## src/rtl/ddr_rx_deframer_pkg.sv

```systemverilog
// Shared definitions for the HDR-DDR receive deframer and the CRC-5 engine.
// Holds the FSM encoding, error codes, frame constants and parity/CRC helpers.
package ddr_rx_deframer_pkg;

   typedef enum logic [3:0] {
      ST_IDLE      = 4'd0,
      ST_PREAMBLE  = 4'd1,
      ST_DATA      = 4'd2,
      ST_PARITY    = 4'd3,
      ST_COMMIT_HI = 4'd4,
      ST_COMMIT_LO = 4'd5,
      ST_CRC_TOKEN = 4'd6,
      ST_CRC_VAL   = 4'd7,
      ST_CHECK     = 4'd8
   } state_e;

   localparam logic [3:0] ERR_NONE   = 4'd0;
   localparam logic [3:0] ERR_PARITY = 4'd1;
   localparam logic [3:0] ERR_CRC    = 4'd2;
   localparam logic [3:0] ERR_FRAME  = 4'd3;

   localparam logic [1:0] PRE_DATA  = 2'b10;
   localparam logic [1:0] PRE_CRC   = 2'b01;
   localparam logic [3:0] CRC_TOKEN = 4'hC;
   localparam logic [4:0] CRC5_POLY = 5'h05;
   localparam logic [4:0] CRC_INIT  = 5'h1F;

   // {P1, P0}: P1 is odd parity over odd bits, P0 is inverted parity over even bits
   function automatic logic [1:0] word_parity(input logic [15:0] w);
      return {^(w & 16'hAAAA), ~^(w & 16'h5555)};
   endfunction

   function automatic logic [4:0] crc5_byte(input logic [4:0] crc, input logic [7:0] data);
      logic [4:0] c;
      logic       fb;
      c = crc;
      for (int i = 7; i >= 0; i--) begin
         fb = c[4] ^ data[i];
         c  = {c[3:0], 1'b0} ^ (fb ? CRC5_POLY : 5'h00);
      end
      return c;
   endfunction

endpackage

```

## src/rtl/ddr_rx_deframer_crc5.sv

```systemverilog
// Byte-serial CRC-5 (x^5+x^2+1), MSB first, with clear and byte strobe.
// Shared between the Rx deframer and the Tx framer.
module ddr_crc5 #(
   parameter logic [4:0] INIT = 5'h1F
) (
   input  logic       clk,
   input  logic       rst,
   input  logic       clr,
   input  logic       byte_valid,
   input  logic [7:0] byte_data,
   output logic [4:0] crc
);
   import ddr_rx_deframer_pkg::*;

   logic [4:0] crc_r;
   logic [4:0] crc_nx_s;

   // next CRC value: reseed on clear, fold in one byte when strobed
   always_comb begin
      crc_nx_s = crc_r;
      if (clr) begin
         crc_nx_s = INIT;
      end else if (byte_valid) begin
         crc_nx_s = crc5_byte(crc_r, byte_data);
      end else begin
         crc_nx_s = crc_r;
      end
   end

   // CRC register
   always_ff @(posedge clk) begin
      if (rst) begin
         crc_r <= INIT;
      end else begin
         crc_r <= crc_nx_s;
      end
   end

   assign crc = crc_r;

endmodule

```

## src/rtl/ddr_rx_deframer.sv

```systemverilog
// HDR-DDR receive deframer: strips preamble, checks word parity, writes bytes
// into the register file and verifies the closing CRC-5 word.
module ddr_rx_deframer #(
   parameter int         ADDR_W   = 10,
   parameter int         LEN_W    = 16,
   parameter logic [4:0] CRC_INIT = ddr_rx_deframer_pkg::CRC_INIT
) (
   input  logic              i_sys_clk,
   input  logic              i_sys_rst,
   input  logic              i_start,
   input  logic              i_abort,
   input  logic [LEN_W-1:0]  i_data_len,
   input  logic [ADDR_W-1:0] i_base_addr,
   input  logic              i_bit_valid,
   input  logic              i_sda_bit,
   output logic              o_regf_wr_en,
   output logic [ADDR_W-1:0] o_regf_addr,
   output logic [7:0]        o_regf_rx_data,
   output logic              o_busy,
   output logic              o_done,
   output logic              o_early_term,
   output logic              o_error,
   output logic [3:0]        o_error_type
);
   import ddr_rx_deframer_pkg::*;

   state_e state_r, state_nx_s;
   logic [LEN_W-1:0]  rem_r, rem_nx_s, rem_dec_s;
   logic [ADDR_W-1:0] addr_r, addr_nx_s, addr_inc_s;
   logic [15:0]       word_r, word_nx_s, hold_r, hold_nx_s;
   logic [4:0]        fld_r, fld_nx_s, fld_sh_s, cnt_r, cnt_nx_s, cnt_inc_s;
   logic              early_r, early_nx_s;
   logic              wr_en_r, wr_en_nx_s, busy_r, busy_nx_s, done_r, done_nx_s;
   logic              early_term_r, early_term_nx_s, error_r, error_nx_s;
   logic [ADDR_W-1:0] waddr_r, waddr_nx_s;
   logic [7:0]        wdata_r, wdata_nx_s, crc_byte_s;
   logic [3:0]        error_type_r, error_type_nx_s, err_code_s;
   logic              crc_clr_s, crc_vld_s, err_s, pre_ok_s, carry_s;
   logic [1:0]        pre_s;
   logic [4:0]        crc_s;

   assign cnt_inc_s  = cnt_r + {4'd0, i_bit_valid};
   assign fld_sh_s   = {fld_r[3:0], i_sda_bit};
   assign rem_dec_s  = (rem_r != {LEN_W{1'b0}}) ? (rem_r - {{(LEN_W-1){1'b0}}, 1'b1}) : rem_r;
   assign addr_inc_s = addr_r + {{(ADDR_W-1){1'b0}}, 1'b1};

   ddr_crc5 #(.INIT(CRC_INIT)) u_crc5 (
      .clk        (i_sys_clk),
      .rst        (i_sys_rst),
      .clr        (crc_clr_s),
      .byte_valid (crc_vld_s),
      .byte_data  (crc_byte_s),
      .crc        (crc_s)
   );

   // next-state, datapath and registered-output decode
   always_comb begin
      state_nx_s = state_r;   rem_nx_s = rem_r;     addr_nx_s = addr_r;
      word_nx_s  = word_r;    hold_nx_s = hold_r;   fld_nx_s = fld_r;
      cnt_nx_s   = cnt_r;     early_nx_s = early_r;
      wr_en_nx_s = 1'b0;      waddr_nx_s = waddr_r; wdata_nx_s = wdata_r;
      done_nx_s  = 1'b0;      early_term_nx_s = 1'b0;
      error_nx_s = 1'b0;      error_type_nx_s = error_type_r;
      busy_nx_s  = 1'b0;      crc_clr_s = 1'b0;     crc_vld_s = 1'b0;
      crc_byte_s = 8'h00;     err_s = 1'b0;         err_code_s = ERR_NONE;
      pre_ok_s   = 1'b0;      carry_s = 1'b0;       pre_s = 2'b00;

      case (state_r)
         ST_IDLE: begin
            if (i_start) begin
               state_nx_s = ST_PREAMBLE;  rem_nx_s = i_data_len;  addr_nx_s = i_base_addr;
               crc_clr_s  = 1'b1;         early_nx_s = 1'b0;      cnt_nx_s = 5'd0;
               fld_nx_s   = 5'd0;         error_type_nx_s = ERR_NONE;
            end else begin
               state_nx_s = ST_IDLE;
            end
         end
         ST_PREAMBLE: begin
            // both preamble bits may already have landed during the commit cycles
            if (cnt_r == 5'd2) begin
               pre_ok_s = 1'b1;  pre_s = fld_r[1:0];  carry_s = i_bit_valid;
            end else if (i_bit_valid && (cnt_r == 5'd1)) begin
               pre_ok_s = 1'b1;  pre_s = {fld_r[0], i_sda_bit};
            end else if (i_bit_valid) begin
               fld_nx_s = fld_sh_s;  cnt_nx_s = cnt_inc_s;
            end else begin
               cnt_nx_s = cnt_r;
            end
            if (pre_ok_s) begin
               cnt_nx_s  = carry_s ? 5'd1 : 5'd0;
               fld_nx_s  = {4'd0, carry_s & i_sda_bit};
               word_nx_s = {15'd0, carry_s & i_sda_bit};
               if ((pre_s == PRE_DATA) && (rem_r != {LEN_W{1'b0}})) begin
                  state_nx_s = ST_DATA;
               end else if (pre_s == PRE_CRC) begin
                  state_nx_s = ST_CRC_TOKEN;
                  early_nx_s = (rem_r != {LEN_W{1'b0}});
               end else begin
                  err_s = 1'b1;  err_code_s = ERR_FRAME;
               end
            end else begin
               state_nx_s = ST_PREAMBLE;
            end
         end
         ST_DATA: begin
            if (i_bit_valid) begin
               word_nx_s = {word_r[14:0], i_sda_bit};
               if (cnt_r == 5'd15) begin
                  state_nx_s = ST_PARITY;  cnt_nx_s = 5'd0;  fld_nx_s = 5'd0;
               end else begin
                  cnt_nx_s = cnt_inc_s;
               end
            end else begin
               cnt_nx_s = cnt_r;
            end
         end
         ST_PARITY: begin
            if (i_bit_valid && (cnt_r == 5'd1)) begin
               if ({fld_r[0], i_sda_bit} == word_parity(word_r)) begin
                  state_nx_s = ST_COMMIT_HI;  hold_nx_s = word_r;
                  cnt_nx_s   = 5'd0;          fld_nx_s  = 5'd0;
                  wr_en_nx_s = 1'b1;          waddr_nx_s = addr_r;  wdata_nx_s = word_r[15:8];
                  addr_nx_s  = addr_inc_s;    rem_nx_s   = rem_dec_s;
               end else begin
                  err_s = 1'b1;  err_code_s = ERR_PARITY;
               end
            end else if (i_bit_valid) begin
               fld_nx_s = fld_sh_s;  cnt_nx_s = cnt_inc_s;
            end else begin
               cnt_nx_s = cnt_r;
            end
         end
         ST_COMMIT_HI, ST_COMMIT_LO: begin
            crc_vld_s = 1'b1;
            if (state_r == ST_COMMIT_HI) begin
               // low byte of an odd-length frame is padding: CRC only, no write
               crc_byte_s = hold_r[15:8];  state_nx_s = ST_COMMIT_LO;
               wr_en_nx_s = (rem_r != {LEN_W{1'b0}});
               waddr_nx_s = addr_r;        wdata_nx_s = hold_r[7:0];
               addr_nx_s  = addr_inc_s;    rem_nx_s   = rem_dec_s;
            end else begin
               crc_byte_s = hold_r[7:0];   state_nx_s = ST_PREAMBLE;
            end
            if (i_bit_valid && (cnt_r < 5'd2)) begin
               fld_nx_s = fld_sh_s;  cnt_nx_s = cnt_inc_s;
            end else begin
               cnt_nx_s = cnt_r;
            end
         end
         ST_CRC_TOKEN: begin
            if (i_bit_valid && (cnt_r == 5'd3)) begin
               if ({fld_r[2:0], i_sda_bit} == CRC_TOKEN) begin
                  state_nx_s = ST_CRC_VAL;  cnt_nx_s = 5'd0;  fld_nx_s = 5'd0;
               end else begin
                  err_s = 1'b1;  err_code_s = ERR_FRAME;
               end
            end else if (i_bit_valid) begin
               fld_nx_s = fld_sh_s;  cnt_nx_s = cnt_inc_s;
            end else begin
               cnt_nx_s = cnt_r;
            end
         end
         ST_CRC_VAL: begin
            if (i_bit_valid) begin
               fld_nx_s = fld_sh_s;
               if (cnt_r == 5'd4) begin
                  state_nx_s = ST_CHECK;  cnt_nx_s = 5'd0;
               end else begin
                  cnt_nx_s = cnt_inc_s;
               end
            end else begin
               cnt_nx_s = cnt_r;
            end
         end
         ST_CHECK: begin
            if (fld_r == crc_s) begin
               state_nx_s = ST_IDLE;  done_nx_s = 1'b1;  early_term_nx_s = early_r;
            end else begin
               err_s = 1'b1;  err_code_s = ERR_CRC;
            end
         end
         default: begin
            state_nx_s = ST_IDLE;
         end
      endcase

      if (err_s) begin
         state_nx_s = ST_IDLE;  error_nx_s = 1'b1;  error_type_nx_s = err_code_s;  wr_en_nx_s = 1'b0;
      end else begin
         error_nx_s = 1'b0;
      end

      if (i_abort) begin
         state_nx_s = ST_IDLE;  wr_en_nx_s = 1'b0;  waddr_nx_s = {ADDR_W{1'b0}};  wdata_nx_s = 8'h00;
         done_nx_s  = 1'b0;     early_term_nx_s = 1'b0;  error_nx_s = 1'b0;
         error_type_nx_s = ERR_NONE;  busy_nx_s = 1'b0;  crc_vld_s = 1'b0;
      end else begin
         busy_nx_s = (state_nx_s != ST_IDLE);
      end
   end

   // state, datapath and output registers
   always_ff @(posedge i_sys_clk) begin
      if (i_sys_rst) begin
         state_r <= ST_IDLE;  rem_r <= {LEN_W{1'b0}};  addr_r <= {ADDR_W{1'b0}};
         word_r <= 16'h0000;  hold_r <= 16'h0000;     fld_r <= 5'd0;  cnt_r <= 5'd0;
         early_r <= 1'b0;     wr_en_r <= 1'b0;        waddr_r <= {ADDR_W{1'b0}};
         wdata_r <= 8'h00;    busy_r <= 1'b0;         done_r <= 1'b0;
         early_term_r <= 1'b0;  error_r <= 1'b0;      error_type_r <= ERR_NONE;
      end else begin
         state_r <= state_nx_s;  rem_r <= rem_nx_s;    addr_r <= addr_nx_s;
         word_r <= word_nx_s;    hold_r <= hold_nx_s;  fld_r <= fld_nx_s;  cnt_r <= cnt_nx_s;
         early_r <= early_nx_s;  wr_en_r <= wr_en_nx_s;  waddr_r <= waddr_nx_s;
         wdata_r <= wdata_nx_s;  busy_r <= busy_nx_s;    done_r <= done_nx_s;
         early_term_r <= early_term_nx_s;  error_r <= error_nx_s;  error_type_r <= error_type_nx_s;
      end
   end

   assign o_regf_wr_en   = wr_en_r;
   assign o_regf_addr    = waddr_r;
   assign o_regf_rx_data = wdata_r;
   assign o_busy         = busy_r;
   assign o_done         = done_r;
   assign o_early_term   = early_term_r;
   assign o_error        = error_r;
   assign o_error_type   = error_type_r;

endmodule

```

## config.mk

```make
export PLATFORM = sky130hd
export DESIGN_NAME = ddr_rx_deframer
export DESIGN_NICKNAME = d
export VERILOG_FILES = /design/src/rtl/ddr_rx_deframer_pkg.sv /design/src/rtl/ddr_rx_deframer_crc5.sv /design/src/rtl/ddr_rx_deframer.sv
export SDC_FILE = /design/constraint.sdc
export NUM_CORES = 1
export LEC_CHECK = 0
export CORE_MARGIN = 4
export CORE_UTILIZATION = 50
export DETAILED_ROUTE_END_ITERATION = 7
export PLACE_DENSITY = 0.74
export SLEW_MARGIN = 40
export SYNTH_ARGS = -nofsm -noshare
export SYNTH_HDL_FRONTEND = slang
export SYNTH_SLANG_ARGS = --single-unit
export TNS_END_PERCENT = 10
```

## constraint.sdc

```tcl
create_clock -name i_sys_clk -period 2.6 [get_ports i_sys_clk]
set_input_delay 0.65 -clock i_sys_clk [delete_from_list [all_inputs] [get_ports i_sys_clk]]
set_output_delay 0.65 -clock i_sys_clk [all_outputs]
set_load 0.02 [all_outputs]
```

# Word level (Yosys, flattened, before mapping)
# Index checks and enable logic that the tools add are counted.
[word_totals]
regBits = 105
input_bits = 32
out_inout_bits = 27
[classes]
n_mux = 118
n_eq_ne = 33
reduce_logical = 30
n_lt_le_gt_ge = 1
addsub = 3
n_bitwise = 19
[ops]
columns = ["cell", "n"]
rows = [
  ["two-way mux 5 bit", 23],
  ["two-way mux 16 bit", 7],
  ["two-way mux 10 bit", 7],
  ["case mux 5 bit (7 select lines)", 2],
  ["two-way mux 4 bit", 16],
  ["case mux 16 bit (3 select lines)", 1],
  ["two-way mux 8 bit", 5],
  ["bitwise XOR 5 bit", 8],
  ["case mux 16 bit (2 select lines)", 1],
  ["case mux 4 bit (8 select lines)", 1],
  ["two-way mux 1 bit", 30],
  ["case mux 10 bit (3 select lines)", 1],
  ["two-way mux 3 bit", 9],
  ["inequality test 2 bit, second input constant", 11],
  ["case mux 10 bit (2 select lines)", 1],
  ["two-way mux 2 bit", 9],
  ["AND reduction 9 bit", 2],
  ["equality test 4 x 3 -> 1 bit, second input constant", 4],
  ["case mux 8 bit (2 select lines)", 1],
  ["nonzero test 16 bit", 1],
  ["XNOR reduction 16 bit", 1],
  ["parity 16 bit", 1],
  ["subtractor 16 x 1 -> 16 bit, second input constant", 1],
  ["inequality test 3 bit, second input constant", 4],
  ["33 further kinds", 57],
]

# Longest topological paths before layout
# Gate-level depths: netlist of run 1.
[depth]
depth_word = 27
mapped_depth = 11

# Cells and area by module
# From an unflattened synthesis of run 1, not the netlist that was laid out.
[hier_totals]
cells_unflattened = 724
hier_area_um2 = 5841.9
[modules_own_cells]
columns = ["mod", "cells_per_inst", "instances", "area_each_um2", "seq_area_each_um2"]
rows = [
  ["ddr_rx_deframer", 690, 1, 5471.5, 1961.9],
  ["ddr_crc5", 34, 1, 370.4, 100.1],
]

# Worst setup path before layout of run 1
# Ideal clock, no wire load.
[synth_path]
path_type = "input -> register"
from = "input port i_bit_valid"
to = "register state_r[2]"
path_stages = 9
t_required_ns = 2.485
t_arrival_ns = 2.511
n_path_buf = 3
path_slack_ns = -0.026
cell_sequence = "buf_2 -> or4b_1 -> buf_2 -> or2_1 -> buf_6 -> a21o_1 -> or3_4 -> nand4_2 -> o21ba_1"
[synth_between]
elab_chain_cells = 10
word_cells_on_any_way = 26
classes_between = "eq/ne (2); mux (21); reduce/logical (3)"
[synth_lines]
columns = ["element", "line", "text"]
rows = [
  ["start: declaration", "ddr_rx_deframer.sv:14", "input logic i_bit_valid,"],
  ["logical AND 1 bit", "ddr_rx_deframer.sv:82, ddr_rx_deframer.sv:118", ""],
  ["two-way mux 2 bit", "ddr_rx_deframer.sv:82", "end else if (i_bit_valid && (cnt_r == 5'd1)) begin"],
  ["two-way mux 2 bit", "ddr_rx_deframer.sv:80", "if (cnt_r == 5'd2) begin"],
  ["two-way mux 2 bit", "ddr_rx_deframer.sv:68", "case (state_r)"],
  ["equality test 2 x 1 -> 1 bit / equality test 2 bit (equally long branches)", "ddr_rx_deframer.sv:95, ddr_rx_deframer.sv:93", ""],
  ["two-way mux 4 bit, or another cell as far along", "ddr_rx_deframer.sv:95", "end else if (pre_s == PRE_CRC) begin"],
  ["two-way mux 4 bit / two-way mux 1 bit (equally long branches)", "ddr_rx_deframer.sv:93", "if ((pre_s == PRE_DATA) && (rem_r != {LEN_W{1'b0}})) begin"],
  ["two-way mux 4 bit / two-way mux 1 bit (equally long branches)", "ddr_rx_deframer.sv:89", "if (pre_ok_s) begin"],
  ["case mux 4 bit (8 select lines) / case mux 1 bit (4 select lines) (equally long branches)", "ddr_rx_deframer.sv:68", ""],
  ["two-way mux 4 bit (*)", "ddr_rx_deframer.sv:187", "if (err_s) begin"],
  ["end signal: assignment", "ddr_rx_deframer.sv:211", "state_r <= state_nx_s; rem_r <= rem_nx_s; addr_r <= addr_nx_s;"],
  ["end: declaration", "ddr_rx_deframer.sv:27", "state_e state_r, state_nx_s;"],
]
# Mark *: on every way between the ends. The rest lies on a longest branch, timed or not. The select of a mux whose other input is x is not followed.
# A chain may end at the register's enable or synchronous reset.

# Worst setup path after layout of run 1
[layout_path]
from = "input port i_sda_bit"
to = "register addr_r[0]"
[layout_between]
elab_chain_cells = 3
[layout_lines]
columns = ["element", "line", "text"]
rows = [
  ["start: declaration", "ddr_rx_deframer.sv:15", "input logic i_sda_bit,"],
  ["equality test 2 bit", "ddr_rx_deframer.sv:119", "if ({fld_r[0], i_sda_bit} == word_parity(word_r)) begin"],
  ["inequality test 2 bit (no line)", "--", ""],
  ["AND reduction 5 bit (no line)", "--", ""],
  ["end signal: assignment", "ddr_rx_deframer.sv:211", ""],
  ["end: declaration", "ddr_rx_deframer.sv:29", "logic [ADDR_W-1:0] addr_r, addr_nx_s, addr_inc_s;"],
]
# Every way passes these cells.

==> results of run 1 <==
[final cells by class]
type                            count  area [µm²]  share of cell area [%]
Clock inverter                      6        58.8                   0.806
Clock buffer                       10         239                    3.28
Multi-Input combinational cell    565        3660                    50.2
Timing Repair Buffer              117        1040                    14.3
Sequential cell                   103        2060                    28.3
Tap cell                          143         179                    2.45
Inverter                           13        48.8                   0.669
[metal layers]
metal / vias up / part of all wire [%] / GRT usage, %
met5: - / 0 / 0
met4: 0 / 2.7 / 10.4
met3: 40 / 7.6 / 5.24
met2: 277 / 48 / 40.5
met1: 2804 / 42 / 33.9
li1: 2844 / - / -
[synthesized netlist by cell type (6+ instances only)]
cell type	n
clkbuf_1	39
nor3b_1	6
and2_1	7
nand2_1	96
nor2_1	40
mux2i_1	13
a21o_1	8
o21ai_0	20
o211ai_1	10
a21oi_1	92
a211oi_1	16
a31oi_1	12
o32ai_1	12
xnor2_1	22
xor2_1	14
dfxtp_1	103
and3_1	11
o311ai_0	6
nand4_1	6
buf_2	10
nand3_1	36
o31ai_1	8
nor3_1	26
inv_1	13
[kinds of logic (layout without fill, tap and decap cells)]
kind of cell	count (synthesis)	in the layout	synth area share (%)
flops	103	103	34.6
other cells	1	2	0.0630
simple gates	273	273	23.2
fa+ha+maj	4	4	0.840
buf+inv	73	146	5.50
xor+xnor	42	42	7.46
mux	13	13	2.18
compound gates	231	231	26.2
[flip-flops by register name (all words and copies together) (netlist names)]
signal and cells:
o_error 1, o_done 1, word_r 16, u_crc5.crc 5, o_regf_wr_en 1, o_busy 1
fld_r 5, rem_r 16, state_r 4, o_regf_addr 10, hold_r 16, o_error_type 2
cnt_r 5, o_regf_rx_data 8, addr_r 10, early_r 1, o_early_term 1
[timing repair]
| item | in CTS | in global routing |
|---|---|---|
| pin swaps | 1 | 5 |
| endpoints found under the setup margin | 57 | 66 |
| resized for setup | 8 | 17 |
| gates cloned | 0 | 0 |
| hold endpoints to repair | 0 | 0 |
[through the flow]
stage               setup slack, ns  instances  utilization [%]  setup TNS [ns]
detailed placement           -0.546        941             59.9          -34.76
CTS                          0.0120        957             62.7               0
finish                       0.0952        957             63.3               0
floorplan                   0.00500        741                -               0
global route                -0.0303        957             63.3         -0.0303
global placement             -0.403        941             59.9          -27.82
[critical path, delay by kind of cell]
kind,cells,cell delay [ns]
buffers and inverters,2,0.71
xor gates and xnor gates,3,0.62
AOI/OAI and AO/OA,2,0.61
and+or+nand+nor,1,0.16
[power by group]
group	switching [mW]	internal, mW	total, mW
logic	0.219	0.181	0.400
registers	0.0415	1.61	1.65
clock network	0.663	0.702	1.36
[final timing paths]
path                                 start         end  slack [ns]
worst min register to register  hold_r[11]  hold_r[11]        0.46
worst max-delay path             i_sda_bit   addr_r[0]         0.1
worst max register to register   word_r[7]   addr_r[3]        0.13
worst min-delay path            hold_r[11]  hold_r[11]        0.46
==> results.yml, run 1 <==
run:
  drv_cap: 0
clock_tree:
  cts_tree: "yes"
  cts_setup_buffers: 0
  cts.reportedPaths.clkPinSlew_ns: 0.07
  cts_buffer_depth: 2
  htree_levels: 3
  insertion_delay_ns: 0.36
  cts-root-buf: "clkbuf_16"
  cts-buffers-inserted: 9
  clkSinkCount: 103
  cts.hold.buffers_added: 0
timing:
  hold_slack_ns: 0.458
  worst_slew_pin_slew_ns: 0.667
  drv_slew: 0
  rsz0062_at_grt: "yes"
  fin_crit_ns: 2.50
  max_slew_margin_pct: 55.5
  fmax_ghz: 0.399
  hold_viol: 0
  finalSetupViolCount: 0
  skew_ns: 0.0117
  finalCritPeriodShare_pct: 96.3
synth:
  netlist_top_cells_area: "dfxtp_1, a21oi_1, nand2_1, xnor2_1, nand3_1"
  synth_flop_cell: "dfxtp_1"
  yosysSeqAreaShare_pct: 34.6
  synth_area_um2: 5960
  synth_edf_count: 0
  yosys.area.top_type: "dfxtp_1"
  yosysWarnings: 0
  synth_top_area_share_pct: 34.6
  synth.distinct_cells: 79
  ys_seq_elements: 103
  syn_area_per_cell_um2: 8.05
  synthArstFlopShare_pct: 0
  synth_cells: 740
finish:
  area_delta_synth_final_pct: 22.5
  layout_commonest_cell: "dfxtp_1"
  final_nets: 845
  final_cell_mix: "dfxtp_1, nand2_1, a21oi_1, buf_4, clkdlybuf4s50_1"
  nFillCells: 989
  drive_above_1_share_pct: 14.9
  n_antenna_cell: 0
  fin_area_um2: 7290
floorplan:
  die_x_um: 117
  die_y_um: 117
  core_um2: 11500
  start_util_pct: 51.7
  dieArea_um2: 13700
  ioPinCount: 59
  fp-row-count: 39
worst_setup_path:
  critPathKind: "input pin to flop"
  arrival_ns: 2.76
  end_kind: "flop"
  crit_path_max_fanout: 7
  crit_path_start_kind: "input pin"
  worstPathRequired_ns: 2.85
  critPathSlowestCell: "clkdlybuf4s50_1"
  crit_path_max_incr_delay_ns: 0.53
  crit_top_cell: "xnor2_1"
  r2r.worst_path.cells: 7
  crit_path_cell_trace: "clkdlybuf4s50_1 > xnor2_1 > xnor3_2 > xnor2_1 > buf_4 > o31ai_4 > nand2_2 > o41ai_1"
worst_hold_path:
  hold_path_depth: 2
  holdCritPathClass: "flop to flop"
grt:
  grt_use_total_pct: 25.5
  grt_max_degree: 34
  first_global_vias: 5648
  antenna_found_initial: 0
  grt_overflow: 0
  grt_pass1_wl_um: 27700
power:
  powerDensity_nw_per_um2: 468
  p_total_mw: 3.42
  ir_drop_mv: 0.482
  leakage_nw: 2.63
detailed_routing:
  drt_iter0_drc: 662
  first_pass_iters: 5
  dr_total_vias: 5965
  drc_errors: 0
  drt.antenna.violating_nets: 0
  route.final.wire_length_um: 17100
  wire_per_inst_um: 17.9
  viasPerCell: 6.23
placed_design:
  gp_congestion: 0.932
  port_buffers: 56
  hpwl_um: 12600
  postPlaceCellArea_um2: 6900
status:
  status: "complete, no violations"
Note: power is estimated with default switching activity, not from simulation.
==> run 2, diff against run 1 <==
==> constraint.sdc (replaced) <==
create_clock -name i_sys_clk -period 2.6 [get_ports i_sys_clk]
set_input_delay 0.39 -clock i_sys_clk [delete_from_list [all_inputs] [get_ports i_sys_clk]]
set_output_delay 0.39 -clock i_sys_clk [all_outputs]
set_load 0.02 [all_outputs]
==> run 2 against run 1 <==
  * Power grew 4.6%
  * Sequential power is essentially flat
  * Utilization shrank 0.28 points
  * Count of clock-buffer cells in the layout shrank 1
  * Setup slack gained 0.028 ns
  * Flip-flop and latch count is the same
  * Largest cell class unchanged
  * Non-clock buffer count shrank 1
  * Final area shrank 0.45%
  * Clock power grew 12%
  * Via count grew 1.6%
  * Critical path type unchanged
  * Clock skew shrank 0.0049 ns
  * Hold slack lost 0.16 ns
==> results.yml, run 2 (synthesis results as in run 1) <==
worst_setup_path:
  critPathKind: "input pin to flop"
  arrival_ns: 2.72
  crit_path_max_fanout: 2
  crit_path_max_incr_delay_ns: 0.55
  cp.buffers_inverters: 2
  end_kind: "flop"
  critPathSlowestCell: "clkdlybuf4s50_1"
  crit_path_cell_trace: "clkdlybuf4s50_1 > xnor2_1 > xnor3_1 > xnor2_1 > buf_4 > nor3_1 > a21oi_1 > a2111oi_1"
  worstPathRequired_ns: 2.84
  crit_path_start_kind: "input pin"
  crit_top_cell: "xnor2_1"
  critical_path.top_delay_family: "XOR/XNOR gates"
power:
  p_total_mw: 3.57
  ir_drop_mv: 0.573
  powerDensity_nw_per_um2: 492
  leakage_nw: 2.62
timing:
  skew_ns: 0.00677
  fin_crit_ns: 2.48
  rsz0062_at_grt: "yes"
  fmax_ghz: 0.404
  drv_slew: 0
  max_slew_margin_pct: 50.6
  finalCritPeriodShare_pct: 95.3
  worst_slew_pin_slew_ns: 0.740
  finalSetupViolCount: 0
  hold_viol: 0
floorplan:
  core_um2: 11500
  die_y_um: 117
  die_x_um: 117
  ioPinCount: 59
  start_util_pct: 51.7
  dieArea_um2: 13700
  fp-row-count: 39
finish:
  final_cell_mix: "dfxtp_1, nand2_1, a21oi_1, buf_4, clkdlybuf4s50_1"
  layout_commonest_cell: "dfxtp_1"
  final_nets: 844
  n_antenna_cell: 0
  drive_above_1_share_pct: 13.0
  largestRegisters: "hold_r (16), rem_r (16), word_r (16)"
  area_delta_synth_final_pct: 21.9
  fin_cells: 956
run:
  drv_cap: 0
grt:
  grt_max_degree: 39
  grt_pass1_wl_um: 28700
  first_global_vias: 5834
  grt_use_total_pct: 26.3
  antenna_found_initial: 0
  grt_overflow: 0
detailed_routing:
  viasPerCell: 6.34
  drt_iter0_drc: 674
  drc_errors: 0
  wire_per_inst_um: 18.5
  drt.antenna.violating_nets: 0
  first_pass_iters: 5
  dr_total_vias: 6063
  route.final.wire_length_um: 17700
status:
  status: "complete, no violations"
clock_tree:
  cts-root-buf: "clkbuf_16"
  cts.hold.buffers_added: 0
  cts_tree: "yes"
  htree_levels: 3
  insertion_delay_ns: 0.36
  cts_buffer_depth: 2
  cts.reportedPaths.clkPinSlew_ns: 0.07
  cts_setup_buffers: 0
  clkSinkCount: 103
  cts-buffers-inserted: 9
placed_design:
  dp.cells: 940
  port_buffers: 56
  gp_congestion: 0.935
  hpwl_um: 12600
worst_hold_path:
  holdCritPathClass: "input pin to flop"
==> run 2: cell count changes in the layout (fill, tap and decap cells not counted), sizes merged <==
cell / before / now
clkinv: 1 / 3
inv: 17 / 15
buf: 62 / 61
dlymetal6s2s: 1 / 0
bufinv: 0 / 2
clkdlybuf4s50: 54 / 55
clkbuf: 10 / 9
clkinvlp: 1 / 0
==> run 2: area by class of cell <==
cell class	instances	area (µm²)
Timing Repair Buffer	116	1040
Fill cell	1013	4250
Inverter	13	48.8
Clock inverter	7	114
Tap cell	143	179
Sequential cell	103	2060
Multi-Input combinational cell	565	3590
Clock buffer	9	225
==> run 2: layer usage <==
| layer | GRT usage [%] | routed length [µm] |
|---|---|---|
| met5 | 0 | 0 |
| met4 | 9.79 | 475 |
| met3 | 6.22 | 1340 |
| met2 | 43.0 | 8540 |
| met1 | 33.7 | 7310 |
==> run 2: metrics by stage <==
step	setup TNS (ns)	hold WS, ns	area (µm²)	utilization, %	setup slack [ns]
2_1_floorplan	0	0.429	5960	-	0.234
3_3_place_gp	-6.40	0.439	6900	60.0	-0.179
3_5_place_dp	-9.47	0.453	6900	60.0	-0.262
4_1_cts	0	0.291	7240	62.9	0.0797
5_1_grt	-0.0292	0.297	7260	63.1	-0.0172
6_report	0	0.302	7260	63.1	0.123
==> run 2: worst paths after layout <==
kind | slack (ns) | cells past startpoint | to | from
hold reg to reg | 0.46 | 2 | hold_r[8] | hold_r[8]
hold / removal | 0.30 | 2 | cnt_r[0] | i_sys_rst
setup / recovery | 0.12 | 8 | rem_r[14] | i_sda_bit
setup reg to reg | 0.17 | 6 | addr_r[5] | word_r[7]
==> run 2: what timing repair did <==
action | in CTS | in global routing
setup endpoints to repair | 0 | 13
resized for setup | 0 | 5
endpoints found under the hold margin | 0 | 0
==> run 2: power by group <==
part	switching, mW	total, mW	internal, mW
sequential	0.0425	1.65	1.61
clock	0.669	1.53	0.866
combinational	0.215	0.387	0.173
==> run 2: worst reg2reg max path: cells and delay by family (launching register included) <==
kind,cells,cell delay (ns)
xor+xnor,3,1.03
compound gates,3,0.84
flops,1,0.43
